**config.mk**
```make
export PLATFORM = sky130hd
export DESIGN_NAME = aes_round_ops_flat
export DESIGN_NICKNAME = d
export VERILOG_FILES = /design/src/rtl/aes_round_ops_if.sv /design/src/rtl/aes_round_ops.sv /design/src/flat_wrapper.sv
export SDC_FILE = /design/constraint.sdc
export NUM_CORES = 1
export LEC_CHECK = 0
export ABC_AREA = 1
export BUFFER_PORTS_ARGS = -buffer_cell sky130_fd_sc_hd__clkbuf_2
export CAP_MARGIN = 5
export CORE_AREA = 4 4 348 350
export CTS_BUF_LIST = sky130_fd_sc_hd__clkbuf_8
export CTS_CLUSTER_DIAMETER = 50
export DETAILED_ROUTE_END_ITERATION = 8
export DIE_AREA = 0 0 352 354
export HOLD_SLACK_MARGIN = 0.1
export PLACE_DENSITY_LB_ADDON = 0.12
export SLEW_MARGIN = 20
export SYNTH_ARGS = -nofsm -noshare
export SYNTH_HDL_FRONTEND = slang
export SYNTH_SLANG_ARGS = --single-unit
```
**constraint.sdc**
```tcl
create_clock -name clk -period 0.8 [get_ports clk]
set_input_delay 0.04 -clock clk [delete_from_list [all_inputs] [get_ports clk]]
set_output_delay 0.04 -clock clk [all_outputs]
set_load 0.05 [all_outputs]
```
**src/rtl/aes_round_ops_if.sv**
```systemverilog
// Bus bundle for aes_round_ops: per-unit enables, operands, registered results and done flags.
// en_err is present only when AES_ROUND_ONEHOT_CHK_EN is defined.
interface aes_round_ops_if;
    localparam int unsigned STATE_W = 128;

    logic [STATE_W-1:0] ark_key;
    logic [STATE_W-1:0] ark_state;
    logic               ark_en;
    logic [STATE_W-1:0] ark_out;
    logic               ark_done;
    logic               sr_en;
    logic [STATE_W-1:0] sr_in;
    logic [STATE_W-1:0] sr_out;
    logic               sr_done;
    logic               mc_en;
    logic [STATE_W-1:0] mc_in;
    logic [STATE_W-1:0] mc_out;
    logic               mc_done;
`ifdef AES_ROUND_ONEHOT_CHK_EN
    logic               en_err;

    modport master (
        output ark_key, ark_state, ark_en, sr_en, sr_in, mc_en, mc_in,
        input  ark_out, ark_done, sr_out, sr_done, mc_out, mc_done, en_err
    );
    modport slave (
        input  ark_key, ark_state, ark_en, sr_en, sr_in, mc_en, mc_in,
        output ark_out, ark_done, sr_out, sr_done, mc_out, mc_done, en_err
    );
`else
    modport master (
        output ark_key, ark_state, ark_en, sr_en, sr_in, mc_en, mc_in,
        input  ark_out, ark_done, sr_out, sr_done, mc_out, mc_done
    );
    modport slave (
        input  ark_key, ark_state, ark_en, sr_en, sr_in, mc_en, mc_in,
        output ark_out, ark_done, sr_out, sr_done, mc_out, mc_done
    );
`endif
endinterface

```
**src/rtl/aes_round_ops.sv**
```systemverilog
// Registered AES-128 linear round transforms (AddRoundKey, ShiftRows, MixColumns), one enable/done per unit.
// Optional enable-collision flag en_err when AES_ROUND_ONEHOT_CHK_EN is defined.
module aes_round_ops (
    input  logic           clk,
    input  logic           rst,
    aes_round_ops_if.slave bus
);
    localparam int unsigned STATE_W = 128;
    localparam int unsigned COL_W   = 32;

    function automatic logic [7:0] xtime(input logic [7:0] a);
        return {a[6:0], 1'b0} ^ (a[7] ? 8'h1B : 8'h00);
    endfunction

    // Byte k sits at [127-8k -: 8]; row = k mod 4, column = k div 4.
    function automatic logic [STATE_W-1:0] shift_rows(input logic [STATE_W-1:0] s);
        logic [STATE_W-1:0] o;
        o = '0;
        for (int c = 0; c < 4; c++) begin
            for (int r = 0; r < 4; r++) begin
                o[127-8*(4*c+r) -: 8] = s[127-8*(4*((c+r)%4)+r) -: 8];
            end
        end
        return o;
    endfunction

    function automatic logic [COL_W-1:0] mix_col(input logic [COL_W-1:0] col);
        logic [7:0] a0, a1, a2, a3;
        {a0, a1, a2, a3} = col;
        return {xtime(a0) ^ xtime(a1) ^ a1 ^ a2 ^ a3,
                a0 ^ xtime(a1) ^ xtime(a2) ^ a2 ^ a3,
                a0 ^ a1 ^ xtime(a2) ^ xtime(a3) ^ a3,
                xtime(a0) ^ a0 ^ a1 ^ a2 ^ xtime(a3)};
    endfunction

    function automatic logic [STATE_W-1:0] mix_columns(input logic [STATE_W-1:0] s);
        logic [STATE_W-1:0] o;
        o = '0;
        for (int c = 0; c < 4; c++) begin
            o[127-32*c -: 32] = mix_col(s[127-32*c -: 32]);
        end
        return o;
    endfunction

    logic [STATE_W-1:0] w_ark_next;
    logic [STATE_W-1:0] w_sr_next;
    logic [STATE_W-1:0] w_mc_next;
    logic [STATE_W-1:0] r_ark_out;
    logic [STATE_W-1:0] r_sr_out;
    logic [STATE_W-1:0] r_mc_out;
    logic               r_ark_done;
    logic               r_sr_done;
    logic               r_mc_done;

    assign w_ark_next = bus.ark_state ^ bus.ark_key;
    assign w_sr_next  = shift_rows(bus.sr_in);
    assign w_mc_next  = mix_columns(bus.mc_in);

    // AddRoundKey unit
    always_ff @(posedge clk or negedge rst) begin
        if (!rst) begin
            r_ark_out  <= '0;
            r_ark_done <= 1'b0;
        end else begin
            r_ark_done <= bus.ark_en;
            if (bus.ark_en) r_ark_out <= w_ark_next;
        end
    end

    // ShiftRows unit
    always_ff @(posedge clk or negedge rst) begin
        if (!rst) begin
            r_sr_out  <= '0;
            r_sr_done <= 1'b0;
        end else begin
            r_sr_done <= bus.sr_en;
            if (bus.sr_en) r_sr_out <= w_sr_next;
        end
    end

    // MixColumns unit
    always_ff @(posedge clk or negedge rst) begin
        if (!rst) begin
            r_mc_out  <= '0;
            r_mc_done <= 1'b0;
        end else begin
            r_mc_done <= bus.mc_en;
            if (bus.mc_en) r_mc_out <= w_mc_next;
        end
    end

    assign bus.ark_out  = r_ark_out;
    assign bus.ark_done = r_ark_done;
    assign bus.sr_out   = r_sr_out;
    assign bus.sr_done  = r_sr_done;
    assign bus.mc_out   = r_mc_out;
    assign bus.mc_done  = r_mc_done;

`ifdef AES_ROUND_ONEHOT_CHK_EN
    logic [1:0] w_en_cnt;
    logic       r_en_err;

    assign w_en_cnt = 2'(bus.ark_en) + 2'(bus.sr_en) + 2'(bus.mc_en);

    // Flags any edge that samples two or more enables high
    always_ff @(posedge clk or negedge rst) begin
        if (!rst) r_en_err <= 1'b0;
        else      r_en_err <= (w_en_cnt >= 2'd2);
    end

    assign bus.en_err = r_en_err;
`endif
endmodule

```
**src/flat_wrapper.sv**
```systemverilog
// flat-port wrapper written by rule: the top's interface ports become plain ports
module aes_round_ops_flat 
  (clk, rst, bus_ark_key, bus_ark_state, bus_ark_en, bus_sr_en, bus_sr_in, bus_mc_en, bus_mc_in, bus_ark_out, bus_ark_done, bus_sr_out, bus_sr_done, bus_mc_out, bus_mc_done);
  aes_round_ops_if bus_i ();
  input  logic clk;
  input  logic rst;
  input wire logic [$bits(bus_i.ark_key)-1:0] bus_ark_key;
  input wire logic [$bits(bus_i.ark_state)-1:0] bus_ark_state;
  input wire logic [$bits(bus_i.ark_en)-1:0] bus_ark_en;
  input wire logic [$bits(bus_i.sr_en)-1:0] bus_sr_en;
  input wire logic [$bits(bus_i.sr_in)-1:0] bus_sr_in;
  input wire logic [$bits(bus_i.mc_en)-1:0] bus_mc_en;
  input wire logic [$bits(bus_i.mc_in)-1:0] bus_mc_in;
  output wire logic [$bits(bus_i.ark_out)-1:0] bus_ark_out;
  output wire logic [$bits(bus_i.ark_done)-1:0] bus_ark_done;
  output wire logic [$bits(bus_i.sr_out)-1:0] bus_sr_out;
  output wire logic [$bits(bus_i.sr_done)-1:0] bus_sr_done;
  output wire logic [$bits(bus_i.mc_out)-1:0] bus_mc_out;
  output wire logic [$bits(bus_i.mc_done)-1:0] bus_mc_done;
  assign bus_i.ark_key = bus_ark_key;
  assign bus_i.ark_state = bus_ark_state;
  assign bus_i.ark_en = bus_ark_en;
  assign bus_i.sr_en = bus_sr_en;
  assign bus_i.sr_in = bus_sr_in;
  assign bus_i.mc_en = bus_mc_en;
  assign bus_i.mc_in = bus_mc_in;
  assign bus_ark_out = bus_i.ark_out;
  assign bus_ark_done = bus_i.ark_done;
  assign bus_sr_out = bus_i.sr_out;
  assign bus_sr_done = bus_i.sr_done;
  assign bus_mc_out = bus_i.mc_out;
  assign bus_mc_done = bus_i.mc_done;
  aes_round_ops u_core (.clk(clk), .rst(rst), .bus(bus_i));
endmodule
```
==> results of run 1 <==
## power by group through the flow
| stage | Clock [uW] | Sequential [uW] | Combinational, uW |
|---|---|---|---|
| final | 24800 | 25000 | 35700 |
| after global routing | 26900 | 25200 | 37900 |
| after CTS | 25900 | 24500 | 34500 |
| after detailed placement | 0 | 24500 | 27600 |
| after global placement | 0 | 24500 | 27600 |
| after floorplan | 0 | 32500 | 6910 |
## Yosys cell counts (12+ instances only)
cell,number
buf_2,39
buf_4,12
buf_6,29
clkbuf_1,18
dfrtp_1,387
inv_1,140
inv_2,34
inv_4,12
mux2_2,128
nand2_1,1613
nand2_2,48
nand3_1,332
nand3b_1,19
nor2_1,61
o21ai_0,95
o21ai_2,40
xnor2_1,129
xor2_1,15
## sequential cells by signal, summed over array words and instances, names as in the netlist
name                 flops
u_core.bus.ark_done      1
u_core.bus.sr_done       1
u_core.bus.ark_out     128
u_core.bus.mc_done       1
u_core.bus.mc_out      128
u_core.bus.sr_out      128
## logic make-up after synthesis
kind of cell / synth area share
buf+inv: 0.0646
compound gates: 0.0357
simple gates: 0.365
flops: 0.418
xor+xnor: 0.0545
mux: 0.0623
## worst min-delay path: stages
cell and delay [ns]:
dlygate4sd3_1 0.56, buf_8 0.19, buf_12 0.22
## per-layer routing
layer / track usage / up-vias / wire length [um]
li1: - / 14000 / -
met1: 0.243 / 13000 / 54500
met2: 0.331 / 990 / 61000
met3: 0.0860 / 298 / 12400
met4: 0.0823 / 32 / 5470
met5: 0 / - / 188
## final cells by class
cell class,instances,area [um^2],area share
Sequential cell,387,10200,0.214
Inverter,187,785,0.0165
Tap cell,1536,1920,0.0404
Timing Repair Buffer,1989,20200,0.425
Multi-Input combinational cell,2488,12500,0.262
Clock inverter,54,434,0.00912
Clock buffer,108,1490,0.0312
Antenna cell,33,82.6,0.00174
## per-stage QoR
| step | instances | cell area [um^2] | hold WS, ns | utilization |
|---|---|---|---|---|
| 6_report | 6782 | 47600 | -0.0794 | 0.404 |
| 5_1_grt | 6767 | 47600 | -0.133 | 0.404 |
| 4_1_cts | 6834 | 47000 | -0.175 | 0.399 |
| 3_5_place_dp | 5913 | 34500 | 0.0947 | 0.293 |
| 3_3_place_gp | 5913 | 34500 | 0.0947 | 0.293 |
| 2_1_floorplan | 3168 | 23600 | -0.256 | - |
## worst min path at each step
stage	cells after the start	slack, ns	from	end
CTS	3	-0.18	rst	u_core.bus.sr_out[124]$_DFFE_PN0P_
finish	3	-0.08	rst	u_core.bus.sr_out[124]$_DFFE_PN0P_
detailed placement	2	0.09	rst	u_core.bus.mc_done$_DFF_PN0_
floorplan	0	-0.26	rst	u_core.bus.ark_done$_DFF_PN0_
global placement	2	0.09	rst	u_core.bus.mc_done$_DFF_PN0_
global route	3	-0.13	rst	u_core.bus.sr_out[124]$_DFFE_PN0P_
## repair_timing
action                     in CTS  in global routing
setup endpoints to repair     397                691
setup buffers                  41                 36
gates cloned                    0                  0
gates resized for setup       658                640
hold endpoints to repair      774                230
hold buffers                  719                 33
pin swaps                       0                 61
==> impl_results.md, run 1 <==
* Outcome: finished with violations
* Violations in the final reports: negative hold slack, negative setup slack
* Final TNS setup at -227.07 ns
* DR vias/cell at 4.18
* Largest stage delay, worst path at 0.42 ns
* CP top delay family: flip-flops
* FF-to-FF End: u_core.bus.sr_out[13]$_DFFE_PN0P_
* Final min period at 1.53 ns
* EDFF count, synth at 0
* Yosys reg bits at 387
* Synth area leaders: dfrtp_1, nand2_1, nand3_1
* Critical-path cell list: buf_6 -> buf_12
* Slowest cell on crit path: dfrtp_2
* Proportion of layout cells with a drive suffix above 1 at 0.436
* Slew @ Worst Pin at 0.480 ns
* Flop pwr share at 0.292
* Worst-path clk slew at 0.06 ns
* Io pins at 904
* TritonCTS buffer count at 88
* GRT Total Usage at 0.206
* Layout area overhead at 106%
* Synth Warn # at 0
* Cell internal pwr at 52600 uW
* GPL Wtd Cong at 0.959
* Final Skew at 0 ns
* Commonest cells after routing, fill and taps aside: nand2_1, dlygate4sd3_1, clkbuf_2
* Final Net Count at 5658
* Kind of critical path: reg -> out
* Final period utilization at 1.91
* Asr flop ratio synth at 1.00
* # DRC at 0
* Synth Flop Type: dfrtp_1
* Worst Setup End Kind: output pin
* Yosys top cell by area: dfrtp_1
* Drt pass-1 iters at 5
* Skew-Pair Late Insertion Delay at 0.73 ns
* Port bufs at 903
* Die Y-Extent at 354 um
* Fillers at 11700
* Maximum VDD drop at 0.00134 V
* Dpl ws at -0.343 ns
* Worst Path Arrival at 1.49 ns
* Worst path depth at 2
* Post-DRT Antenna Nets at 0
* CTS tree: built
* Hold crit path type: in -> async
* Crit Reg-Reg Startpoint: u_core.bus.sr_out[13]$_DFFE_PN0P_
* Post-Route WL at 134000 um
* Crit path to: bus_sr_out[44]
* Total power at 85500 uW
* Vias in the first global route at 29400
* Flop2flop setup slack at -0.16 ns
* Largest net degree at the start of global routing at 68
* Worst setup SP type: flop
* Gate power share at 0.418
* WHS at -0.0794 ns
* DR WL/cell at 19.7 um
* Sequential area share after synthesis at 0.418
* Overflow after GRT at 0
* H-tree depth at 3
* Max clock buf depth at 3
* Rel. slew slack at 0.680
* PwrDens at 1800 nW/um^2
* Fmax at 0.655 GHz
* Area of the core at 118000 um^2
* RSZ-0062 raised after global routing: yes
* Row count at 126
* Cell variety after synth at 23
* Synthesized area at 23100 um^2
* First-pass GRT wire length at 192000 um
* Final setup vio count at 532
* Setup ws final at -0.728 ns
* Net Sw Power at 32800 uW
* Static Leak at 0.0242 uW
* Sw frac at 0.384
* Die ar. at 125000 um^2
* Antenna violations before repair at 55
* Final hold violations at 51
* Max-Cap Viols at 0
* CP Launch Point: u_core.bus.sr_out[44]$_DFFE_PN0P_
* Post-synth top area share at 0.418
* Syn_area_per_cell at 7.31 um^2
* DR iter-0 viols at 1581
* Required @ worst endpoint at 0.76 ns
* Most common cell after layout, fill and taps aside: nand2_1
* Vias at 28400
* Mapped Nets at 3685
* Clock sinks at 387
* Worst path bufs/invs at 2
* Dpl hpwl at 105000 um
* CTS Root Cell: clkbuf_8
* Final Slew Violations at 0
* Worst-path fanout max at 2
* Synthesized instance count at 3168
* Clock power frac at 0.290
* FF-to-FF path depth at 2
* Die width at 352 um
* Starting Density at 0.197
(Power assumes the default switching activity.)
==> run 2: changes to the inputs <==
==> constraint.sdc (replaced) <==
create_clock -name clk -period 1.4 [get_ports clk]
set_input_delay 0.28 -clock clk [delete_from_list [all_inputs] [get_ports clk]]
set_output_delay 0.28 -clock clk [all_outputs]
set_load 0.05 [all_outputs]
==> run 2 against run 1 <==
  * Combinational power decreased by 46%
  * Clock power fell by 40%
  * Largest power group unchanged
  * The run ends with negative setup slack left
  * Hold slack gained 0.18 ns
  * Wire length is 3.2% lower
  * Critical endpoint is now bus_mc_out[92]
  * Non-clock buffer count decreased by 182
  * Highest routed layer unchanged
  * Sequential share of layout area rose by 0.65 points
  * Via count decreased by 3.5%
  * First-iteration DRC count is 2.6% lower
  * Flip-flop and latch count is the same
==> impl_results.md, run 2 (synthesis results as in run 1) <==
* Final Slew Violations at 0 (unchanged)
* Setup ws final at -0.267 ns (+0.461 ns)
* Final TNS setup at -73.85 ns (+153.22 ns)
* PwrDens at 1090 nW/um^2 (-39%)
* Proportion of layout cells with a drive suffix above 1 at 0.321 (-0.116)
* Dpl hpwl at 102000 um (-2.8%)
* Outcome: finished with violations
* Layout area overhead at 90.5%
* Slowest cell on crit path: dfrtp_2
* H-tree depth at 3 (unchanged)
* TritonCTS buffer count at 94 (+6.8%)
* Final setup vio count at 398 (-25%)
* DR iter-0 viols at 1540 (-2.6%)
* Worst Path Arrival at 1.39 ns (-0.10 ns)
* Io pins at 904 (unchanged)
* Required @ worst endpoint at 1.12 ns (+0.36 ns)
* Largest stage delay, worst path at 0.45 ns (+0.03 ns)
* Clock power frac at 0.308 (+0.018)
* Port bufs at 903 (unchanged)
* Commonest cells after routing, fill and taps aside: nand2_1, dlygate4sd3_1, clkbuf_2
* CTS Root Cell: clkbuf_8
* Worst Setup End Kind: output pin
* Overflow after GRT at 0 (unchanged)
* CTS tree: built
* DR vias/cell at 4.15 (-0.88%)
* CP top delay family: flip-flops
* Violations in the final reports: negative setup slack
* Slew @ Worst Pin at 0.472 ns (-0.00841 ns)
* Hold crit path type: in -> reg
* WHS at 0.0984 ns (+0.178 ns)
* Cell internal pwr at 29700 uW (-44%)
* Maximum VDD drop at 0.000688 V (-49%)
* Area of the core at 118000 um^2 (unchanged)
* DR WL/cell at 19.6 um (-0.59%)
* Fmax at 0.600 GHz
* Largest net degree at the start of global routing at 53 (-22%)
* Worst setup SP type: flop
* Worst path bufs/invs at 1 (-1)
* Die width at 352 um (unchanged)
* Kind of critical path: reg -> out
* Critical-path cell list: clkbuf_16
* Skew-Pair Late Insertion Delay at 0.76 ns (+0.03 ns)
* Final Skew at 0 ns (unchanged)
* Vias in the first global route at 28000 (-4.8%)
* Final min period at 1.67 ns
* Sw frac at 0.383 (-0.00123)
* Most common cell after layout, fill and taps aside: nand2_1
* Static Leak at 0.0228 uW (-5.8%)
* Post-Route WL at 129000 um (-3.2%)
* Die Y-Extent at 354 um (unchanged)
* Flop pwr share at 0.291 (about the same)
* Gate power share at 0.401 (-0.017)
* Worst-path clk slew at 0.05 ns (about the same)
* Net Sw Power at 18400 uW (-44%)
* GPL Wtd Cong at 0.893 (-6.9%)
* # DRC at 0 (unchanged)
* Vias at 27400 (-3.5%)
* Final core occ at 0.375 (-0.0296)
* Final hold violations at 0 (-100%)
* Die ar. at 125000 um^2 (unchanged)
* Max-Cap Viols at 0 (unchanged)
* Antenna violations before repair at 58 (+5.5%)
* Rel. slew slack at 0.686 (+0.00560)
* Final period utilization at 1.19
* Max clock buf depth at 3 (unchanged)
* Clock sinks at 387 (unchanged)
* Row count at 126 (unchanged)
* RSZ-0062 raised after global routing: yes
* First-pass GRT wire length at 188000 um (-2.3%)
* GRT Total Usage at 0.201 (-0.00440)
* Final Net Count at 5482 (-3.1%)
* Starting Density at 0.197 (unchanged)
* Drt pass-1 iters at 5 (unchanged)
* Post-DRT Antenna Nets at 0 (unchanged)
* Worst-path fanout max at 2 (unchanged)
[run 2: worst paths after layout]
check | from | to | slack, ns | cells after the start
setup / recovery | u_core.bus.mc_out[92]$_DFFE_PN0P_ | bus_mc_out[92] | -0.27 | 1
hold / removal | bus_mc_in[34] | u_core.bus.mc_out[50]$_DFFE_PN0P_ | 0.1 | 7
setup reg to reg | u_core.bus.sr_out[102]$_DFFE_PN0P_ | u_core.bus.sr_out[102]$_DFFE_PN0P_ | -0.12 | 3
hold reg to reg | u_core.bus.mc_out[82]$_DFFE_PN0P_ | u_core.bus.mc_out[82]$_DFFE_PN0P_ | 0.52 | 2
max in group asynchronous | rst | u_core.bus.mc_out[94]$_DFFE_PN0P_ | 0.69 | 3
min in group asynchronous | rst | u_core.bus.ark_out[7]$_DFFE_PN0P_ | 0.37 | 3
[run 2: per-stage QoR]
| step | instance area, um^2 | instances | setup WS [ns] | total power (uW) |
|---|---|---|---|---|
| 2_1_floorplan | 23100 | 3168 | 0.346 | 22200 |
| 3_3_place_gp | 29800 | 5585 | 0.0568 | 27200 |
| 3_5_place_dp | 29800 | 5585 | 0.0495 | 27300 |
| 4_1_cts | 43000 | 6544 | -0.418 | 47700 |
| 5_1_grt | 44100 | 6590 | -0.378 | 50800 |
| 6_report | 44100 | 6601 | -0.267 | 48100 |
[run 2: cell type report]
type	instances	area, um^2
Fill cell	12200	73700
Timing Repair Buffer	1807	17600
Multi-Input combinational cell	2488	12100
Sequential cell	387	9710
Tap cell	1536	1920
Clock buffer	117	1610
Inverter	187	762
Clock inverter	47	402
Antenna cell	32	80.1
[run 2: repair_timing]
item | in CTS | in global routing
resized for setup | 786 | 574
setup endpoints to repair | 387 | 473
pin swaps | 0 | 8
hold endpoints to repair | 774 | 13
hold buffers | 690 | 11
setup buffers | 105 | 69
[run 2: routing by layer]
layer  routed length [um]  track usage  vias to the layer above
met5                  146            0                        -
met4                 4710       0.0804                       22
met3                12400       0.0804                      228
met2                58700        0.318                      821
met1                53200        0.245                    12600
li1                     -            -                    13700
[run 2: worst reg2reg max path: cells and delay by family (launching register included)]
family,cells,cell delay [ns]
buf+inv,2,0.72
flops,1,0.42
mux,1,0.26
[run 2: power by group through the flow]
stage	clock network, uW	registers (uW)	logic [uW]
after floorplan	0	18300	3950
after global placement	0	13600	13600
after detailed placement	0	13700	13600
after CTS	15500	13700	18500
after global routing	16000	14200	20600
final	14800	14000	19300
==> run 3: changes to the inputs <==
Settings changed: ABC_AREA 1 to not set, CAP_MARGIN 5 to 20, CORE_AREA 4 4 348 350 to 4 4 347 349, DIE_AREA 0 0 352 354 to 0 0 351 353.
==> run 3 against run 2 <==
  * Final cell count is 27% lower
  * Register-to-register slack better by 0.04 ns
  * Non-clock buffer count is 90 lower
  * Fmax is 3.0% higher
  * Via count is 34% lower
  * Clock power is 3% lower
  * Combinational power is 31% higher
  * The run still ends with negative setup slack left
  * Flip-flop and latch count stayed put
==> impl_results.md, run 3 <==
* Outcome: finished with violations
* Violations in the final reports: negative setup slack
* Worst Setup End Kind: output pin
* Final period utilization at 1.16 (-0.0348)
* Worst-path clk slew at 0.06 ns (about the same)
* DR iter-0 viols at 526 (-66%)
* Fillers at 11600 (-4.3%)
* Synth Warn # at 0 (unchanged)
* Layout area overhead at 98.1%
* Vias at 18000 (-34%)
* CTS tree: built
* Dpl hpwl at 81800 um (-20%)
* RSZ-0062 raised after global routing: yes
* Overflow after GRT at 0 (unchanged)
* Drt pass-1 iters at 4 (-1)
* Synthesized instance count at 1455 (-54%)
* Total power at 55000 uW (+14%)
* Count leader, synth: dfrtp_1
* Dpl cell area at 28400 um^2 (-4.5%)
* PwrDens at 1360 nW/um^2 (+25%)
* Worst setup SP type: flop
* Mapped Nets at 1972 (-46%)
* CTS Root Cell: clkbuf_8
* Post-Route WL at 102000 um (-21%)
* Worst path bufs/invs at 1 (unchanged)
* Flop2flop setup slack at -0.08 ns (+0.04 ns)
* DR vias/cell at 3.75 (-9.5%)
* Antenna violations before repair at 46 (-21%)
* Post-layout instance area at 40400 um^2 (-8.3%)
* Critical-path cell list: buf_8
* Starting Density at 0.174 (-0.0227)
* TritonCTS buffer count at 87 (-7.4%)
* Max-Cap Viols at 0 (unchanged)
* GRT Total Usage at 0.161 (-0.0403)
* Fmax at 0.618 GHz (+3.0%)
* Largest stage delay, worst path at 0.45 ns (about the same)
* Clock power frac at 0.260 (-0.048)
* # DRC at 0 (unchanged)
* CP top delay family: flip-flops
* Vias in the first global route at 20500 (-27%)
* Final Skew at 0 ns (unchanged)
* Clock sinks at 387 (unchanged)
* Cell internal pwr at 33700 uW (+14%)
* Final TNS setup at -62.66 ns (+11.19 ns)
* Final hold violations at 0 (unchanged)
* Flop pwr share at 0.281 (-0.010)
* Slew @ Worst Pin at 0.594 ns (+0.123 ns)
* DR WL/cell at 21.1 um (+7.9%)
* Io pins at 904 (unchanged)
* Slowest cell on crit path: dfrtp_2
* List of most frequent post-synthesis cells: dfrtp_1, mux2_2, xnor2_1
* Syn_area_per_cell at 14.0 um^2 (+92%)
* Die width at 351 um (-0.28%)
* Port bufs at 903 (unchanged)
* Die ar. at 124000 um^2 (-0.57%)
* Sw frac at 0.387 (+0.00370)
* Setup ws final at -0.218 ns (+0.0488 ns)
* Max clock buf depth at 3 (unchanged)
* EDFF count, synth at 0 (unchanged)
* Most common cell after layout, fill and taps aside: dlygate4sd3_1
* Yosys top cell by area: dfrtp_1
* Synthesized area at 20400 um^2 (-12%)
* Worst-path fanout max at 2 (unchanged)
* Area of the core at 117000 um^2 (-0.27%)
* Post-DRT Antenna Nets at 0 (unchanged)
* Gate power share at 0.459 (+0.058)
* Maximum VDD drop at 0.000664 V (-3.4%)
* GPL Wtd Cong at 0.839 (-6.0%)
* Proportion of layout cells with a drive suffix above 1 at 0.484 (+0.164)
* Rel. slew slack at 0.602 (-0.0833)
* Required @ worst endpoint at 1.12 ns (about the same)
* First-pass GRT wire length at 145000 um (-23%)
* Largest net degree at the start of global routing at 65 (+23%)
* Yosys reg bits at 387 (unchanged)
* Die Y-Extent at 353 um (-0.28%)
* Cell variety after synth at 17 (-26%)
* Sequential area share after synthesis at 0.474 (+0.0560)
* Commonest cells after routing, fill and taps aside: dlygate4sd3_1, clkbuf_2, dfrtp_1
* Skew-Pair Late Insertion Delay at 0.71 ns (-0.05 ns)
* Final Slew Violations at 0 (unchanged)
* Final Net Count at 3694 (-33%)
* H-tree depth at 3 (unchanged)
* Worst Path Arrival at 1.34 ns (-0.05 ns)
* Synth area leaders: dfrtp_1, mux2_2, xnor3_1
* Post-synth top area share at 0.474 (+0.0560)
* Final min period at 1.62 ns (-0.0488 ns)
* Kind of critical path: reg -> out
* Static Leak at 0.0193 uW (-16%)
* Final setup vio count at 402 (+1.0%)
* Hold crit path type: in -> reg
* Net Sw Power at 21300 uW (+15%)
* Asr flop ratio synth at 1.00 (unchanged)
* Synth Flop Type: dfrtp_1
* Row count at 126 (unchanged)
## run 3: cell count changes after synthesis, sizes merged, moves of 38 or more
cell | before | now
nand2 | 1661 | 0
nand3 | 332 | 0
inv | 187 | 19
o21ai | 135 | 0
a21oi | 0 | 128
xnor3 | 0 | 119
mux2 | 128 | 237
xnor2 | 129 | 221
nor2 | 61 | 128
xor2 | 15 | 68
xor3 | 0 | 45
buf | 84 | 46
## run 3: path summary, 6_finish.rpt
check / start / to / cells after the start
worst max-delay path: u_core.bus.sr_out[92]$_DFFE_PN0P_ / bus_sr_out[92] / 1
worst min-delay path: bus_sr_en / u_core.bus.sr_out[92]$_DFFE_PN0P_ / 3
worst max register to register: u_core.bus.sr_out[75]$_DFFE_PN0P_ / u_core.bus.sr_out[75]$_DFFE_PN0P_ / 3
worst min register to register: u_core.bus.mc_out[58]$_DFFE_PN0P_ / u_core.bus.mc_out[58]$_DFFE_PN0P_ / 1
max in group asynchronous: rst / u_core.bus.mc_out[7]$_DFFE_PN0P_ / 3
min in group asynchronous: rst / u_core.bus.mc_out[107]$_DFFE_PN0P_ / 3
## run 3: cell type report
| type | count | area, um^2 | share of cell area |
|---|---|---|---|
| diodes | 23 | 57.6 | 0.00142 |
| clock buffers | 103 | 1420 | 0.0351 |
| clock inverters | 56 | 541 | 0.0134 |
| inverters | 19 | 71.3 | 0.00176 |
| multi-input cells | 965 | 10400 | 0.258 |
| flip-flops and latches | 387 | 9690 | 0.240 |
| well taps | 1536 | 1920 | 0.0475 |
| repair buffers | 1717 | 16300 | 0.404 |
## run 3: repair_timing
action                     in CTS  in global routing
setup endpoints to repair     387                491
hold buffers                  547                  0
resized for setup             773                384
pin swaps                       0                  1
setup buffers                  53                 30
hold endpoints to repair      754                  0
## run 3: metal layers
metal	up-vias	routed length, um	track usage
met3	160	8010	0.0553
met5	-	193	0
met1	8805	38200	0.178
met4	32	3150	0.0477
met2	601	52000	0.290
li1	8428	-	-
## run 3: power by group through the flow
stage	combinational (uW)	clock [uW]	sequential, uW
after floorplan	5000	0	21900
after detailed placement	18900	0	14800
final	25200	14300	15400
after global placement	18900	0	14800
after CTS	24400	15000	15000
after global routing	26400	15500	15700
## run 3: cells by family (layout without fill, tap and decap cells)
logic type	count (synthesis)	count (layout)	share of synthesized area
buf+inv	103	1895	0.0222
xor+xnor	453	453	0.308
flops	387	387	0.474
mux	256	256	0.140
simple gates	128	128	0.0235
other cells	0	23	0
compound gates	128	128	0.0314
## run 3: through the flow
step	utilization	setup WS [ns]	instances	hold slack, ns
2_1_floorplan	-	-0.114	1455	-0.0156
3_3_place_gp	0.242	-0.335	3996	0.146
3_5_place_dp	0.242	-0.306	3996	0.145
4_1_cts	0.338	-0.373	4755	0.101
5_1_grt	0.344	-0.321	4792	0.0978
6_report	0.344	-0.218	4806	0.175
